## src/rtl/cache_traffic_gen.sv

```systemverilog
// Cache traffic generator: issues NUM_ACCESS requests from START_ADDR, then reports floor(hits*100/NUM_ACCESS).
// Optional feature macro: CACHE_TRAFFIC_WRITE_EN (every WR_EVERY-th access becomes a write).
module cache_traffic_gen #(
  parameter int ADDR_W     = 15,
  parameter int CNT_W      = 14,
  parameter int NUM_ACCESS = 8192,
  parameter int START_ADDR = 1024,
  parameter int STRIDE     = 1,
  parameter int WR_EVERY   = 4
) (
  input  logic              clk,
  input  logic              rst,
  input  logic              start,
  input  logic              mode,
  input  logic              cache_ready,
  input  logic [CNT_W-1:0]  hit_count,
  output logic              cache_read,
  output logic              cache_write,
  output logic [ADDR_W-1:0] address,
  output logic              busy,
  output logic              done,
  output logic [6:0]        hit_rate
);

  localparam int                PW       = CNT_W + 7;
  localparam logic [CNT_W-1:0]  NUM_C    = CNT_W'(NUM_ACCESS);
  localparam logic [CNT_W-1:0]  LAST_C   = CNT_W'(NUM_ACCESS - 1);
  localparam logic [PW-1:0]     DIV_BASE = PW'(NUM_ACCESS) << 6;
  localparam logic [ADDR_W-1:0] START_C  = ADDR_W'(START_ADDR);
  localparam logic [ADDR_W-1:0] STRIDE_C = ADDR_W'(STRIDE);

  if (NUM_ACCESS < 1 || NUM_ACCESS > (2 ** CNT_W) - 1) begin : g_bad_num_access
    $error("NUM_ACCESS must lie in 1..2^CNT_W-1");
  end
  if (WR_EVERY < 1) begin : g_bad_wr_every
    $error("WR_EVERY must be at least 1");
  end

  typedef enum logic [1:0] {IDLE, ISSUE, CALC, DONE} state_t;

  state_t            r_state;
  state_t            w_next;
  logic [ADDR_W-1:0] r_addr;
  logic [CNT_W-1:0]  r_cnt;
  logic              r_mode;
  logic [PW-1:0]     r_rem;
  logic [5:0]        r_quo;
  logic [2:0]        r_iter;
  logic [6:0]        r_hit_rate;

  logic              w_start_ok;
  logic              w_accept;
  logic              w_last;
  logic              w_is_write;
  logic              w_qbit;
  logic [CNT_W-1:0]  w_hit_sat;
  logic [PW-1:0]     w_prod;
  logic [PW-1:0]     w_div;
  logic [6:0]        w_quo_next;

  // Handshake: a request is valid while cache_read or cache_write is high; it transfers on a
  // rising edge where cache_ready is also high, and request/address hold unchanged until then.
  assign w_start_ok = start && (r_state == IDLE || r_state == DONE);
  assign w_accept   = (r_state == ISSUE) && cache_ready;
  assign w_last     = (r_cnt == LAST_C);

  // Restoring divide: bit i of the quotient tests the remainder against NUM_ACCESS << i.
  assign w_hit_sat  = (hit_count > NUM_C) ? NUM_C : hit_count;
  assign w_prod     = PW'(w_hit_sat) * PW'(100);
  assign w_div      = DIV_BASE >> r_iter;
  assign w_qbit     = (r_rem >= w_div);
  assign w_quo_next = {r_quo, w_qbit};

`ifdef CACHE_TRAFFIC_WRITE_EN
  localparam int              PH_W    = (WR_EVERY > 1) ? $clog2(WR_EVERY) : 1;
  localparam logic [PH_W-1:0] PH_LAST = PH_W'(WR_EVERY - 1);

  logic [PH_W-1:0] r_phase;

  assign w_is_write = (r_phase == PH_LAST);

  always_ff @(posedge clk) begin
    if (rst) begin
      r_phase <= '0;
    end else if (w_start_ok) begin
      r_phase <= '0;
    end else if (w_accept) begin
      r_phase <= w_is_write ? '0 : r_phase + 1'b1;
    end
  end
`else
  assign w_is_write = 1'b0;
`endif

  always_ff @(posedge clk) begin
    if (rst) r_state <= IDLE;
    else     r_state <= w_next;
  end

  always_comb begin
    w_next      = r_state;
    busy        = 1'b0;
    done        = 1'b0;
    cache_read  = 1'b0;
    cache_write = 1'b0;
    case (r_state)
      IDLE: begin
        if (start) w_next = ISSUE;
      end
      ISSUE: begin
        busy        = 1'b1;
        cache_read  = !w_is_write;
        cache_write = w_is_write;
        if (w_accept && w_last) w_next = CALC;
      end
      CALC: begin
        busy = 1'b1;
        if (r_iter == 3'd6) w_next = DONE;
      end
      DONE: begin
        done = 1'b1;
        if (start) w_next = ISSUE;
      end
      default: w_next = IDLE;
    endcase
  end

  always_ff @(posedge clk) begin
    if (rst) begin
      r_addr     <= START_C;
      r_cnt      <= '0;
      r_mode     <= 1'b0;
      r_rem      <= '0;
      r_quo      <= '0;
      r_iter     <= '0;
      r_hit_rate <= '0;
    end else begin
      if (w_start_ok) begin
        r_addr <= START_C;
        r_cnt  <= '0;
        r_mode <= mode;
      end else if (w_accept) begin
        r_addr <= r_addr + (r_mode ? STRIDE_C : ADDR_W'(1));
        r_cnt  <= r_cnt + 1'b1;
      end

      // The hit counter is sampled exactly once, on the edge that accepts the final access.
      if (w_accept && w_last) begin
        r_rem  <= w_prod;
        r_quo  <= '0;
        r_iter <= '0;
      end else if (r_state == CALC) begin
        if (w_qbit) r_rem <= r_rem - w_div;
        r_quo  <= w_quo_next[5:0];
        r_iter <= r_iter + 1'b1;
        if (r_iter == 3'd6) r_hit_rate <= w_quo_next;
      end
    end
  end

  assign address  = r_addr;
  assign hit_rate = r_hit_rate;

endmodule

```

## config.mk

```make
export PLATFORM = sky130hd
export DESIGN_NAME = cache_traffic_gen
export DESIGN_NICKNAME = d
export VERILOG_FILES = /design/src/rtl/cache_traffic_gen.sv
export SDC_FILE = /design/constraint.sdc
export NUM_CORES = 1
export LEC_CHECK = 0
export ABC_AREA = 0
export BUFFER_PORTS_ARGS = -buffer_cell sky130_fd_sc_hd__buf_2
export CORE_UTILIZATION = 60
export CTS_CLUSTER_DIAMETER = 40
export DETAILED_ROUTE_END_ITERATION = 10
export GPL_ROUTABILITY_DRIVEN = 0
export MAX_ROUTING_LAYER = met4
export PLACE_DENSITY = 0.9
export SLEW_MARGIN = 30
export SYNTH_ARGS = -nofsm -noshare
export SYNTH_HDL_FRONTEND = slang
export SYNTH_SLANG_ARGS = --single-unit
```

## constraint.sdc

```tcl
create_clock -name clk -period 5.02 [get_ports clk]
set_clock_uncertainty 0.1 [all_clocks]
set_input_delay 1.004 -clock clk [delete_from_list [all_inputs] [get_ports clk]]
set_output_delay 1.004 -clock clk [all_outputs]
set_load 0.02 [all_outputs]
```

==> results.json <==
{
  "finalSetupTns_ns": 0,
  "grt.total_usage_pct": 25.90,
  "slowest_stage": "fa_1",
  "rrSetupSlack_ns": 2.11,
  "min_period_ns": 4.664,
  "io_pins": 45,
  "synth_top_flop_cell": "dfxtp_1",
  "hp-start": "r_rem[10]",
  "die_x_um": 88.39,
  "syn_avg_cell_area_um2": 8.612,
  "crit_fanout": 5,
  "final_common_cell": "dfxtp_1",
  "post-route-period-util_pct": 92.92,
  "synth_largest_area_cell": "dfxtp_1",
  "async_flop_share_pct": 0,
  "port_buffers": 42,
  "swShare_pct": 35.02,
  "endpoint_kind": "flop",
  "ir_worst_vdd_uv": 250.0,
  "setup_viol": 0,
  "grt_first_pass_wirelength_um": 15280,
  "drtIter0Drc": 115,
  "pwr_density_cell_mw_per_mm2": 306.4,
  "yosysWarnings": 0,
  "path_cells": "buf_2, nor4_1, a41oi_1, nor2b_1, ha_1, ha_1, fa_1, ha_1, a211oi_1, o31a_1, a21oi_1, a211o_1, a41oi_1, mux2i_1, a211oi_1",
  "core_mm2": 0.007214,
  "synth_top_area_share_pct": 29.51,
  "synth-edff-count": 0,
  "first_global_vias": 3586,
  "seq_area_frac_synth_pct": 29.51,
  "drv_slew": 0,
  "clkPwrFrac_pct": 26.2,
  "diodes": 0,
  "start_util_pct": 62.07,
  "fp.dieH_um": 88.39,
  "pwr-share-seq_pct": 37.6,
  "insertion_delay_ns": 0.35,
  "clock_path_buffers": 2,
  "htree_levels": 3,
  "cts_root_buffer": "clkbuf_8",
  "die_area_mm2": 0.007813,
  "crit_top_cell": "ha_1",
  "cts_hold_buf": 0,
  "overflow": 0,
  "cts_tree": "yes",
  "route.vias.total": 3663,
  "drv_cap": 0,
  "hold_viol": 0,
  "r2r_end": "r_rem[20]",
  "internal_power_uw": 983.3,
  "utilization_pct": 68.47,
  "setup.worst_path.end": "r_rem[19]",
  "ant_nets": 0,
  "grt_max_degree": 30,
  "syn_inst": 520,
  "viasPerCell": 5.517,
  "cts_buffers": 9,
  "dp_slack_ns": 0.001450,
  "worstMarginPinSlew_ns": 0.8535,
  "fmax_ghz": 0.2144,
  "clock-sinks": 66,
  "drcViolationCount": 0,
  "syn2layout_area_growth_pct": 10.31,
  "crit_path_max_incr_delay_ns": 0.46,
  "first_pass_iters": 4,
  "rr_worst_depth": 11,
  "syn_area_mm2": 0.004478,
  "power_switching_uw": 530.0,
  "start_kind": "input port",
  "crit_arrival_ns": 4.78,
  "cts.clk_slew.worst_paths_ns": 0.07,
  "dp_hpwl_um": 6757,
  "final_cell_area_mm2": 0.004940,
  "outcome": "finished, final reports clean",
  "synthDistinctLibCells": 53,
  "holdWs_ns": 0.3567,
  "r2r-start": "r_iter[0]",
  "critPathLaunch": "hit_count[2]",
  "antenna_found_initial": 0,
  "most-common-layout-cells": "66 x dfxtp_1, 64 x nor2_1, 62 x ha_1",
  "synthTopCellsByArea": "dfxtp_1 30%, ha_1 17%, nor2_1 5.4%",
  "p_leak_nw": 2.288,
  "ys_ff_latch": 66,
  "rsz0062_at_grt": "false",
  "p_comb_share_pct": 36.1,
  "nets": 651,
  "syn-num-nets": 610,
  "drt_wl_total_um": 8865,
  "relSlewSlack_pct": 43.10,
  "drive_gt1_share_pct": 12.57,
  "wl_per_cell_um": 13.35,
  "min_path_type": "reg2reg",
  "setup_ws_ns": 0.3555,
  "num_rows": 31,
  "cp.required_ns": 5.13,
  "path_class": "in2reg",
  "place_area_mm2": 0.004766
}
worst min path at each step:
stage | endpoint | slack [ns] | depth (start not counted)
5_1_grt | r_rem[10] | 0.38 | 2
3_3_place_gp | r_rem[9] | 0.34 | 2
2_1_floorplan | r_rem[11] | 0.33 | 2
4_1_cts | r_rem[10] | 0.36 | 2
3_5_place_dp | r_rem[10] | 0.35 | 2
6_report | r_rem[10] | 0.36 | 2
area by class of cell:
cell class | instances | area (um2)
Multi-Input combinational cell | 395 | 2925
Clock buffer | 13 | 158.9
Clock inverter | 2 | 12.51
Tap cell | 99 | 123.9
Inverter | 44 | 165.2
Timing Repair Buffer | 45 | 232.7
Fill cell | 534 | 2275
Sequential cell | 66 | 1321
registers in the layout (all words and copies together), names as in the netlist:
name,count
r_quo,6
r_state,2
hit_rate,7
address,15
r_rem,19
r_cnt,14
r_iter,3
cell families (layout without fill, tap and decap cells):
family                     Yosys count  after routing  synth area share, %
xor gates and xnor gates            45             45                8.801
muxes                               22             22                5.029
other                                1              1              0.08374
and+or+nand+nor                    179            179                18.72
buffers and inverters               59            104                5.225
DFF                                 66             66                29.51
AOI/OAI and AO/OA                   77             77                11.29
adders and majority gates           71             71                21.35
metal layers:
layer | track usage, % | share of wire [%] | vias to the layer above
li1 | - | - | 1849
met1 | 29.54 | 43 | 1724
met2 | 43.29 | 50 | 64
met3 | 6.716 | 4.3 | 26
met4 | 10.41 | 2.5 | 0
met5 | - | 0 | -
synthesized netlist by cell type (8+ instances only):
cell,count
nand4_1,9
clkbuf_1,12
nand2_1,46
nand3_1,11
inv_1,44
a211oi_1,8
xor2_1,23
o21ai_0,11
nor2b_1,12
ha_1,62
nor2_1,64
dfxtp_1,66
a21oi_1,29
mux2i_1,21
fa_1,9
xnor2_1,22
worst max-delay path, delay by kind of cell:
| kind | cells | cell delay (ns) |
|---|---|---|
| buffers and inverters | 1 | 0.11 |
| AND/OR/NAND/NOR | 2 | 0.58 |
| adder cells (fa/ha/maj) | 4 | 1.33 |
| AO/OA/AOI/OAI | 7 | 1.51 |
| multiplexers | 1 | 0.23 |
power by group through the flow:
stage	clock network [mW]	logic [mW]	registers, mW
final	0.397	0.547	0.569
after global routing	0.428	0.603	0.572
after CTS	0.403	0.548	0.569
after detailed placement	0	0.540	0.580
after global placement	0	0.514	0.578
after floorplan	0	0.434	0.577
stage by stage:
| stage | total power [mW] | instances |
|---|---|---|
| 6_report | 1.513 | 664 |
| 5_1_grt | 1.604 | 664 |
| 4_1_cts | 1.520 | 664 |
| 3_5_place_dp | 1.120 | 649 |
| 3_3_place_gp | 1.092 | 649 |
| 2_1_floorplan | 1.011 | 520 |
what timing repair did:
item,CTS,global route
gates resized for setup,0,1
endpoints found under the setup margin,0,1
setup buffers,0,0
(Power assumes the default switching activity.)
